`src/rtl/muldiv_pkg.sv`:
```
// -----------------------------------------------------------------------------
// muldiv_pkg
// Shared definitions for the iterative multiply/divide unit:
//   - op_e    : funct3 operation encodings (RV32M/RV64M order)
//   - state_e : FSM state encoding, also exported on the debug port
//   - helpers that classify an op (divide family, operand signedness)
// -----------------------------------------------------------------------------
package muldiv_pkg;

    typedef enum logic [2:0] {
        OP_MUL    = 3'b000,
        OP_MULH   = 3'b001,
        OP_MULHSU = 3'b010,
        OP_MULHU  = 3'b011,
        OP_DIV    = 3'b100,
        OP_DIVU   = 3'b101,
        OP_REM    = 3'b110,
        OP_REMU   = 3'b111
    } op_e;

    typedef enum logic [1:0] {
        ST_IDLE = 2'd0,
        ST_CALC = 2'd1,
        ST_DONE = 2'd2
    } state_e;

    // Divide family lives in the upper half of the encoding space.
    function automatic logic op_is_div(input op_e op);
        return op[2];
    endfunction

    // rs1 is treated as signed for MULH, MULHSU, DIV and REM. MUL only keeps
    // the low half of the product, which is identical either way, so it runs
    // unsigned.
    function automatic logic op_rs1_signed(input op_e op);
        return (op == OP_MULH) || (op == OP_MULHSU) ||
               (op == OP_DIV)  || (op == OP_REM);
    endfunction

    function automatic logic op_rs2_signed(input op_e op);
        return (op == OP_MULH) || (op == OP_DIV) || (op == OP_REM);
    endfunction

endpackage

```
`src/rtl/muldiv_signfix.sv`:
```
// -----------------------------------------------------------------------------
// muldiv_signfix
// Combinational conditional two's-complement negate.
//   a_i   [W-1:0] : value in
//   neg_i         : 1 = output -a_i, 0 = output a_i
//   y_o   [W-1:0] : result
// Used both to take operand magnitudes and to restore the result sign.
// -----------------------------------------------------------------------------
module muldiv_signfix #(
    parameter int W = 32
) (
    input  logic [W-1:0] a_i,
    input  logic         neg_i,
    output logic [W-1:0] y_o
);

    assign y_o = neg_i ? ((~a_i) + {{(W-1){1'b0}}, 1'b1}) : a_i;

endmodule

```
`src/rtl/muldiv_unit.sv`:
```
// -----------------------------------------------------------------------------
// muldiv_unit
// Iterative RISC-V M-extension multiply/divide unit. One product/quotient bit
// per cycle (radix-2 shift-add multiply, restoring divide) on operand
// magnitudes, sign correction applied when the result is presented.
//
// Ports
//   clk, rst         : clock, asynchronous active-high reset
//   start            : request, taken when ready=1 and kill=0
//   funct3           : operation (see muldiv_pkg::op_e)
//   rs1, rs2         : operands, captured on the accepting edge
//   kill             : flush; aborts CALC/DONE, blocks a start in IDLE
//   ready            : IDLE
//   busy             : CALC or DONE
//   done             : one-cycle result-valid pulse
//   r, dz            : result and divide-by-zero flag; held until next done
//   dbg_state        : current FSM state (muldiv_pkg::state_e)
//
// Handshake: a request is a start/ready pair. It is taken on a rising edge
// where start=1, ready=1 and kill=0; there is no queueing, start is ignored
// at any other time, and the result is reported exactly once by done.
// -----------------------------------------------------------------------------
module muldiv_unit
    import muldiv_pkg::*;
#(
    parameter int XLEN  = 32,
    parameter int CNT_W = $clog2(XLEN) + 1
) (
    input  logic            clk,
    input  logic            rst,
    input  logic            start,
    input  logic [2:0]      funct3,
    input  logic [XLEN-1:0] rs1,
    input  logic [XLEN-1:0] rs2,
    input  logic            kill,
    output logic            ready,
    output logic            busy,
    output logic            done,
    output logic [XLEN-1:0] r,
    output logic            dz,
    output logic [1:0]      dbg_state
);

    state_e            state_q, state_d;
    logic [CNT_W-1:0]  cnt_q, cnt_d, cnt_inc;
    op_e               op_q, op_d, op_in;
    // hi/lo: product {hi,lo} for multiply; remainder (hi) and
    // dividend-shifting-into-quotient (lo) for divide.
    logic [XLEN-1:0]   hi_q, hi_d, lo_q, lo_d;
    // m: multiplicand magnitude or divisor magnitude.
    logic [XLEN-1:0]   m_q, m_d;
    logic              neg_q, neg_d;     // negate result at presentation
    logic              dzp_q, dzp_d;     // pending dz for the current op
    logic [XLEN-1:0]   r_q, r_d;
    logic              dz_q, dz_d;

    logic              accept;
    logic              neg_a, neg_b;
    logic [XLEN-1:0]   mag_a, mag_b;
    logic              div_zero, div_ovf;

    logic              is_div_q;
    logic [XLEN-1:0]   add_x, add_y, add_s;
    logic              add_cin, add_co;
    logic              div_ge;

    logic [2*XLEN-1:0] res_in, res_fix;
    logic [XLEN-1:0]   res_sel;

    assign op_in  = op_e'(funct3);
    assign accept = (state_q == ST_IDLE) && start && !kill;

    // ---------------- operand magnitudes ----------------
    assign neg_a = op_rs1_signed(op_in) && rs1[XLEN-1];
    assign neg_b = op_rs2_signed(op_in) && rs2[XLEN-1];

    muldiv_signfix #(.W(XLEN)) u_mag_a (.a_i(rs1), .neg_i(neg_a), .y_o(mag_a));
    muldiv_signfix #(.W(XLEN)) u_mag_b (.a_i(rs2), .neg_i(neg_b), .y_o(mag_b));

    // Special divides are resolved at accept and skip CALC entirely.
    assign div_zero = op_is_div(op_in) && (rs2 == '0);
    assign div_ovf  = ((op_in == OP_DIV) || (op_in == OP_REM)) &&
                      (rs1 == {1'b1, {(XLEN-1){1'b0}}}) && (rs2 == '1);

    // ---------------- shared adder/subtractor ----------------
    // Multiply: hi + (lo[0] ? m : 0).
    // Divide:   {hi, lo_msb} - m using only the low XLEN bits; the dropped
    //           top bit (hi msb) is folded into the compare below.
    assign is_div_q = op_is_div(op_q);
    assign add_x    = is_div_q ? {hi_q[XLEN-2:0], lo_q[XLEN-1]} : hi_q;
    assign add_y    = is_div_q ? ~m_q : (lo_q[0] ? m_q : '0);
    assign add_cin  = is_div_q;
    assign {add_co, add_s} = {1'b0, add_x} + {1'b0, add_y} + {{XLEN{1'b0}}, add_cin};
    // Shifted remainder >= divisor when the 33rd bit is set or no borrow.
    assign div_ge   = hi_q[XLEN-1] || add_co;

    // ---------------- result correction ----------------
    always_comb begin
        res_in = {hi_q, lo_q};
        unique case (op_q)
            OP_DIV, OP_DIVU: res_in = {{XLEN{1'b0}}, lo_q};
            OP_REM, OP_REMU: res_in = {{XLEN{1'b0}}, hi_q};
            default:         res_in = {hi_q, lo_q};
        endcase
    end

    // Negating the zero-extended quotient/remainder at 2*XLEN gives the
    // correct XLEN-bit two's complement in the low half.
    muldiv_signfix #(.W(2*XLEN)) u_res_fix (.a_i(res_in), .neg_i(neg_q), .y_o(res_fix));

    assign res_sel = ((op_q == OP_MUL) || is_div_q) ? res_fix[XLEN-1:0]
                                                    : res_fix[2*XLEN-1:XLEN];

    // ---------------- FSM + datapath next state ----------------
    assign cnt_inc = cnt_q + 1'b1;

    always_comb begin
        state_d = state_q;
        cnt_d   = cnt_q;
        op_d    = op_q;
        hi_d    = hi_q;
        lo_d    = lo_q;
        m_d     = m_q;
        neg_d   = neg_q;
        dzp_d   = dzp_q;

        unique case (state_q)
            ST_IDLE: begin
                cnt_d = '0;
                if (accept) begin
                    op_d  = op_in;
                    dzp_d = 1'b0;
                    neg_d = 1'b0;
                    if (div_zero) begin
                        // quotient all ones, remainder = dividend, no sign fix
                        hi_d    = rs1;
                        lo_d    = '1;
                        dzp_d   = 1'b1;
                        state_d = ST_DONE;
                    end else if (div_ovf) begin
                        hi_d    = '0;
                        lo_d    = rs1;
                        state_d = ST_DONE;
                    end else begin
                        hi_d    = '0;
                        lo_d    = op_is_div(op_in) ? mag_a : mag_b;
                        m_d     = op_is_div(op_in) ? mag_b : mag_a;
                        neg_d   = (op_in == OP_REM) ? neg_a : (neg_a ^ neg_b);
                        state_d = ST_CALC;
                    end
                end
            end

            ST_CALC: begin
                if (kill) begin
                    cnt_d   = '0;
                    state_d = ST_IDLE;
                end else begin
                    cnt_d = cnt_inc;
                    if (is_div_q) begin
                        hi_d = div_ge ? add_s : add_x;
                        lo_d = {lo_q[XLEN-2:0], div_ge};
                    end else begin
                        hi_d = {add_co, add_s[XLEN-1:1]};
                        lo_d = {add_s[0], lo_q[XLEN-1:1]};
                    end
                    if (cnt_inc == CNT_W'(XLEN)) begin
                        state_d = ST_DONE;
                    end
                end
            end

            ST_DONE: begin
                cnt_d   = '0;
                state_d = ST_IDLE;
            end

            default: begin
                cnt_d   = '0;
                state_d = ST_IDLE;
            end
        endcase
    end

    // ---------------- outputs ----------------
    assign ready     = (state_q == ST_IDLE);
    assign busy      = (state_q == ST_CALC) || (state_q == ST_DONE);
    assign done      = (state_q == ST_DONE) && !kill;
    assign dbg_state = state_q;

    // r/dz show the new value during the done cycle and hold it afterwards;
    // a killed DONE never updates them.
    assign r_d  = done ? res_sel : r_q;
    assign dz_d = done ? dzp_q   : dz_q;
    assign r    = r_d;
    assign dz   = dz_d;

    always_ff @(posedge clk or posedge rst) begin
        if (rst) begin
            state_q <= ST_IDLE;
            cnt_q   <= '0;
            op_q    <= OP_MUL;
            hi_q    <= '0;
            lo_q    <= '0;
            m_q     <= '0;
            neg_q   <= 1'b0;
            dzp_q   <= 1'b0;
            r_q     <= '0;
            dz_q    <= 1'b0;
        end else begin
            state_q <= state_d;
            cnt_q   <= cnt_d;
            op_q    <= op_d;
            hi_q    <= hi_d;
            lo_q    <= lo_d;
            m_q     <= m_d;
            neg_q   <= neg_d;
            dzp_q   <= dzp_d;
            r_q     <= r_d;
            dz_q    <= dz_d;
        end
    end

endmodule

```
`config.mk`:
```
export PLATFORM = sky130hd
export DESIGN_NAME = muldiv_unit
export DESIGN_NICKNAME = d
export VERILOG_FILES = /design/src/rtl/muldiv_pkg.sv /design/src/rtl/muldiv_signfix.sv /design/src/rtl/muldiv_unit.sv
export SDC_FILE = /design/constraint.sdc
export NUM_CORES = 1
export LEC_CHECK = 0
export ABC_AREA = 0
export BUFFER_PORTS_ARGS = -buffer_cell sky130_fd_sc_hd__clkbuf_2
export CAP_MARGIN = 40
export CORE_MARGIN = 2
export CORE_UTILIZATION = 60
export CTS_BUF_LIST = sky130_fd_sc_hd__clkbuf_4 sky130_fd_sc_hd__clkbuf_8
export CTS_CLUSTER_SIZE = 28
export DETAILED_ROUTE_END_ITERATION = 6
export PLACE_DENSITY_LB_ADDON = 0.05
export REMOVE_ABC_BUFFERS = 1
export SETUP_SLACK_MARGIN = 0.5
export SLEW_MARGIN = 20
export SYNTH_ARGS = -nofsm -noshare
export SYNTH_HDL_FRONTEND = slang
export SYNTH_SLANG_ARGS = --single-unit
```
`constraint.sdc`:
```
create_clock -name clk -period 5.9 [get_ports clk]
set_input_delay 0.295 -clock clk [delete_from_list [all_inputs] [get_ports clk]]
set_output_delay 0.295 -clock clk [all_outputs]
set_load 0.02 [all_outputs]
```
**After elaboration in Yosys (flattened, before gate mapping)**

Index checks and enable logic that the tools add are counted.

- Bits in registers: 142
- Word-level logic and storage cells: 103
- Output and inout port bits: 38
- Input bits: 71

- Reduce and logical (&&, ||, !) cells: 28
- Muxes and demuxes: 36
- Add/sub/neg operators: 6
- Bitwise gates (word level): 7
- Equal/unequal tests: 16

Operators with widths:

| operator | count |
|---|---|
| two-way mux 32 bit | 19 |
| one-hot mux 32 bit (2 select lines) | 2 |
| one-hot mux 64 bit (2 select lines) | 1 |
| NOT 32 bit | 3 |
| adder 32 x 1 -> 32 bit (second input constant) | 2 |
| adder 64 x 1 -> 64 bit (second input constant) | 1 |
| == test 32 bit (second input constant) | 2 |
| two-way mux 64 bit | 1 |
| NOT 64 bit | 1 |
| adder 32 x 32 -> 33 bit | 1 |
| adder 33 x 1 -> 33 bit | 1 |
| logical NOT 32 bit | 1 |
| == test 3 bit (second input constant) | 6 |
| two-way mux 6 bit | 2 |
| two-way mux 2 bit | 5 |
| logical OR 1 bit | 9 |
| logical AND 1 bit | 8 |
| adder 6 x 1 -> 6 bit (second input constant) | 1 |
| == test 6 bit (second input constant) | 1 |
| two-way mux 1 bit | 5 |
| one-hot mux 2 bit (2 select lines) | 1 |
| AND reduction 2 bit | 2 |
| AND reduction 4 bit | 1 |
| OR reduction 2 bit | 2 |
| other kinds (14) | 15 |

**Longest topological paths before layout**

- Word-level depth: 11
- Mapped depth: 23
- Depth with buffers taken out: 13

**Hierarchy**

Synthesis repeated with hierarchy kept, for this count alone.

- Cells, all modules: 1,821
- Area total of the unflattened synthesis: 14,607.8 um^2

Modules (own cells, without submodules):

| module | area each (um^2) | cells an instance | times used | seq. area each (um^2) |
|---|---|---|---|---|
| muldiv_unit | 11,404.7 | 1,417 | 1 | 3,553.4 |
| muldiv_signfix (u_res_fix) | 1,649.1 | 206 | 1 | 0.0 |
| muldiv_signfix (u_mag_a ...) | 777.0 | 99 | 2 | 0.0 |

**Least setup slack after synthesis**

No wires, ideal clock.

- Path kind: register to register
- From: reg op_q[2]
- To: reg hi_q[5]
- Cell stages (with the launch flop): 22
- Path buffers: 11
- Data arrival time: 4.685 ns
- Setup slack: 1.085 ns
- Required time: 5.770 ns
- Clock period less this slack: 4.815 ns
- Library setup time: 0.130 ns
- Cells stage by stage: dfrtp_1 -> buf_6 -> buf_6 -> buf_6 -> buf_2 -> buf_2 -> buf_2 -> clkbuf_1 -> buf_2 -> buf_2 -> mux2_2 -> ha_1 -> clkbuf_1 -> a21oi_1 -> o21ai_0 -> or4_1 -> o22a_1 -> o21ai_0 -> clkbuf_1 -> a21oi_1 -> a211oi_1 -> o21ai_0

- Longest elaborated chain between the ends: 8
- Elaborated cells between the ends (all ways): 9
- Classes of those cells: add/sub: 2; mux: 6; reduce/logical: 1

Ends and longest elaborated chain:

| element | line | RTL |
|---|---|---|
| start, declared | muldiv_unit.sv:46 | `op_e op_q, op_d, op_in;` |
| start signal, assigned | muldiv_unit.sv:213 | `op_q <= op_d;` |
| two-way mux 32 bit (on tied branches) | muldiv_unit.sv:90, muldiv_unit.sv:91 |  |
| adder 32 x 32 -> 33 bit | muldiv_unit.sv:93 | `assign {add_co, add_s} = {1'b0, add_x} + {1'b0, add_y} + {{XLEN{1'b0}}, add_cin};` |
| adder 33 x 1 -> 33 bit | muldiv_unit.sv:93 |  |
| logical OR 1 bit | muldiv_unit.sv:95 | `assign div_ge = hi_q[XLEN-1] \|\| add_co;` |
| two-way mux 32 bit | muldiv_unit.sv:161 | `hi_d = div_ge ? add_s : add_x;` |
| two-way mux 32 bit (*) | muldiv_unit.sv:160 | `if (is_div_q) begin` |
| two-way mux 32 bit (*) | muldiv_unit.sv:155 | `if (kill) begin` |
| one-hot mux 32 bit (2 select lines) (*) | muldiv_unit.sv:127 | `unique case (state_q)` |
| end signal, assigned | muldiv_unit.sv:214 | `hi_q <= hi_d;` |
| end, declared | muldiv_unit.sv:49 | `logic [XLEN-1:0] hi_q, hi_d, lo_q, lo_d;` |

Mark *: on every way between the ends. The rest lies on a longest branch, timed or not. The select of a mux whose other input is x is not followed.
A chain may end at the register's enable or synchronous reset.

**Worst setup path in the final report**

- From: reg op_q[2]
- To: out r[22]

- Longest elaborated chain between the ends: 8
- Elaborated cells between the ends (all ways): 14
- Classes of those cells: add/sub: 1; eq/ne: 4; mux: 4; bitwise: 1; reduce/logical: 4

Ends and longest elaborated chain:

| element | line | RTL |
|---|---|---|
| == test 3 bit | muldiv_unit.sv:100 | `unique case (op_q)` |
| OR reduction 2 bit | muldiv_unit.sv:100 |  |
| one-hot mux 64 bit (2 select lines) | muldiv_unit.sv:100 |  |
| NOT 64 bit | muldiv_signfix.sv:17 | `assign y_o = neg_i ? ((~a_i) + {{(W-1){1'b0}}, 1'b1}) : a_i;` |
| adder 64 x 1 -> 64 bit | muldiv_signfix.sv:17 |  |
| two-way mux 64 bit | muldiv_signfix.sv:17 |  |
| two-way mux 32 bit (*) | muldiv_unit.sv:111 | `assign res_sel = ((op_q == OP_MUL) \|\| is_div_q) ? res_fix[XLEN-1:0]` |
| two-way mux 32 bit (*) | muldiv_unit.sv:193 | `assign r_d = done ? res_sel : r_q;` |
| end, declared | muldiv_unit.sv:39 | `output logic [XLEN-1:0] r,` |

Mark *: on every way between the ends. The rest lies on a longest branch, timed or not.

==> summary.md <==
| Metric | Value |
|---|---|
| Core Footprint | `0.02411 mm^2` |
| Gpl congestion | `0.9968` |
| CTS sink count | `142` |
| Fmax | `approximately 200 MHz` |
| CP startpoint | `op_q[2]` |
| Avg WL per Cell | `22.90 um` |
| Via density | `6.738` |
| Hold/Removal Path Class | `in2reg` |
| First-pass iteration count of the detailed router | `6` |
| Drt total wl | `52.58 mm` |
| RR Endpoint | `hi_q[5]` |
| Synth unique cells | `88` |
| First-pass GRT wire length | `between 80 and 90 mm` |
| Commonest non-fill, non-tap cell in the layout | `nand2_1` |
| Clock buffer depth | `2` |
| Crit Reg-Reg Startpoint | `op_q[2]` |
| Cell area power density | `587.9 mW/mm^2` |
| Hold path start | `funct3[0]` |
| Mapped cell area | `0.01461 mm^2` |
| Outcome | `finished, final reports clean` |
| Max VDD drop | `269.8 uV` |
| Pre-CTS WS | `~1.2 ns` |
| GRT Resource Usage Total | `0.4025` |
| EDFF count, synth | `0` |
| Final Critical Period | `4.997 ns` |
| Total gr overflow | `0` |
| Root buf cell | `clkbuf_8` |
| Final number of setup-violating endpoints | `0` |
| Worst setup EP type | `output pin` |
| Final net count | `slightly above 2,000` |
| Hold Path Sink | `op_q[0]` |
| Unrepaired setup endpoints after global routing | `false` |
| Die Wd | `160.0 um` |
| Slew @ Worst Pin | `0.8281 ns` |
| IO buf count | `108` |
| WP data required | `5.61 ns` |
| Syn_area_per_cell | `7.492 um^2` |
| Post-Syn Instances | `1,950` |
| Worst-skew pair later-pin latency | `0.49 ns` |
| Top FF cell, synth | `dfrtp_1` |
| CTS tree | `done` |
| Hold Vio Cnt, Final | `0` |
| Initial antenna violation count | `0` |
| Initial core utilization | `0.6061` |
| Antenna viol nets, final | `0` |
| Commonest cells after routing, fill and taps aside | `nand2_1, a21oi_1, o21ai_0, nor2_1, dfrtp_1` |
| Setup Skew | `0.01810 ns` |
| Sequential Area | `0.003557 mm^2` |
| WS Path Type | `reg2out` |
| # DRC | `0` |
| Filler cells | `~2,200` |
| Inserted Diodes | `0` |
| Final Util | `0.6536` |
| Pin count of the biggest net entering global routing | `108` |
| I/O pins | `roughly 110` |
| CP Launch Type | `flop` |
| FP Rows | `57` |
| Seq/Total Area, Yosys | `0.2432` |
| Die height | `160.0 um` |
| R2R depth | `12` |
| DRT iter0 DRCs | `approximately 1,900` |
| Hold Path Depth | `2` |
| Number of global-route vias before repair | `14,108` |
| DIE AREA | `0.02561 mm^2` |
| Number of synthesized register bits | `142` |
| Post-DP HPWL | `39.70 mm` |
| Area growth from synthesis to layout | `7.836%` |
| CP Data Arrival Time | `4.70 ns` |
| H-tree depth | `4` |
| Slew headroom | `0.4479` |
| TritonCTS buffer count | `17` |
| Fin crit share | `0.8470` |
| Clock slew at reported path FFs | `0.10 ns` |
| Synth Warn # | `0` |
| P_leak | `6.638 nW` |
| FF-to-FF setup slack | `about 1.4 ns` |
| Share of cells above drive strength 1 | `0.1329` |
| Area taken by multi-input logic gates | `0.01026 mm^2` |
| MaxCap Viol Count | `0` |
| Pins Over Slew Limit | `0` |
| Routed vias | `15,470` |
| Ys async rst share | `1.000` |
| Final setup margin | `approximately 0.90 ns` |
| Max FO, Critical Path | `57` |
-- cell usage after synthesis (8+ instances only) --
library cell    n  area, um^2
nand2_1       244       915.9
o21ai_0       194       970.9
a21oi_1       192       960.9
nor2_1        166       623.1
dfrtp_1       142        3553
clkbuf_1      116       435.4
mux2i_1        90       900.9
xnor2_1        69       604.3
xor2_1         69       604.3
nand3_1        45       225.2
nor3_1         44       220.2
a31oi_1        41       256.5
ha_1           39       488.0
inv_1          37       138.9
mux2_2         31       349.1
o31ai_1        29       217.7
o211ai_1       27       202.7
nand4_1        24       150.1
a211oi_1       23       172.7
buf_2          20       100.1
nor4_1         20       125.1
o21a_1         18       135.1
buf_1          15       56.30
a21o_1         14       105.1
a22oi_1        14       105.1
and3_1         14       87.58
or3_1          13       81.33
or4_1          11       82.58
nand2b_1       10       62.56
o22ai_1        10       62.56
a221oi_1        9       78.83
nor2b_1         9       56.30
buf_6           8       90.09
o221ai_1        8       70.07
o41ai_1         8       70.07
-- cell type report --
type,count,share of cell area
timing repair buffer,150,0.05901
clock inverter,13,0.01287
sequential,142,0.2258
tap,324,0.02573
multi-input combinational,1610,0.6510
clock buffer,19,0.01620
inverter,38,0.009371
-- critical path: stages, from the launching register on --
cell and delay (ns):
dfrtp_4 0.86, and2_0 0.21, buf_4 0.23, mux2i_1 0.31, ha_1 0.23, o2111ai_1 0.24, nor4_4 0.56, nand4_1 0.15
buf_4 0.19, o31ai_1 0.47, xnor2_1 0.18, mux2i_1 0.10, o21ai_0 0.22, clkbuf_2 0.21
-- state kept, by name, summed over array words and instances (netlist names), 2 cells and up --
register	flops
r_q	32
hi_q	32
cnt_q	6
lo_q	32
m_q	32
dbg_state	2
op_q	3
-- cells by family (layout without fill, tap and decap cells) --
| logic type | count (synthesis) | in the layout | share of synthesized area |
|---|---|---|---|
| buf+inv | 198 | 220 | 0.05678 |
| compound gates | 658 | 658 | 0.2788 |
| flops | 142 | 142 | 0.2432 |
| xor+xnor | 138 | 138 | 0.08273 |
| fa+ha+maj | 41 | 41 | 0.03614 |
| simple gates | 652 | 652 | 0.2168 |
| mux | 121 | 121 | 0.08555 |
-- layer usage --
layer / GRT usage / share of wire
met1: 0.5499 / 0.41
met2: 0.6287 / 0.44
met3: 0.07740 / 0.10
met4: 0.1634 / 0.044
met5: 0 / 0
-- worst max-delay path by stage --
stage / endpoint / cells past startpoint
2_1_floorplan: r[14] / 10
3_3_place_gp: r[22] / 12
3_5_place_dp: r[22] / 12
4_1_cts: r[22] / 12
5_1_grt: r[22] / 13
6_report: r[22] / 13
-- report_power, final --
part	total, mW	internal, mW	switching [mW]	leakage, nW
sequential	2.15	1.39	0.758	1.79
clock	0.947	0.490	0.456	0.230
combinational	6.17	2.28	3.89	4.62
-- repair_timing --
action | CTS | global route
hold buffers | 1 | 0
setup buffers | 0 | 2
resized for setup | 0 | 0
setup endpoints to repair | 0 | 6
hold endpoints to repair | 45 | 0
-- metrics by stage --
step                setup TNS, ns  instances  hold slack, ns  instance area, um^2  power, mW
CTS                             0       2290          0.1692                15670      9.056
detailed placement              0       2257          0.4603                15200      8.099
global route                    0       2296          0.1865                15760      9.845
global placement                0       2250          0.4518                15130      8.012
finish                          0       2296          0.1887                15760      9.262
floorplan                 -193.19       1790          0.4321                13920      6.301
Note: power is estimated with default switching activity, not from simulation.
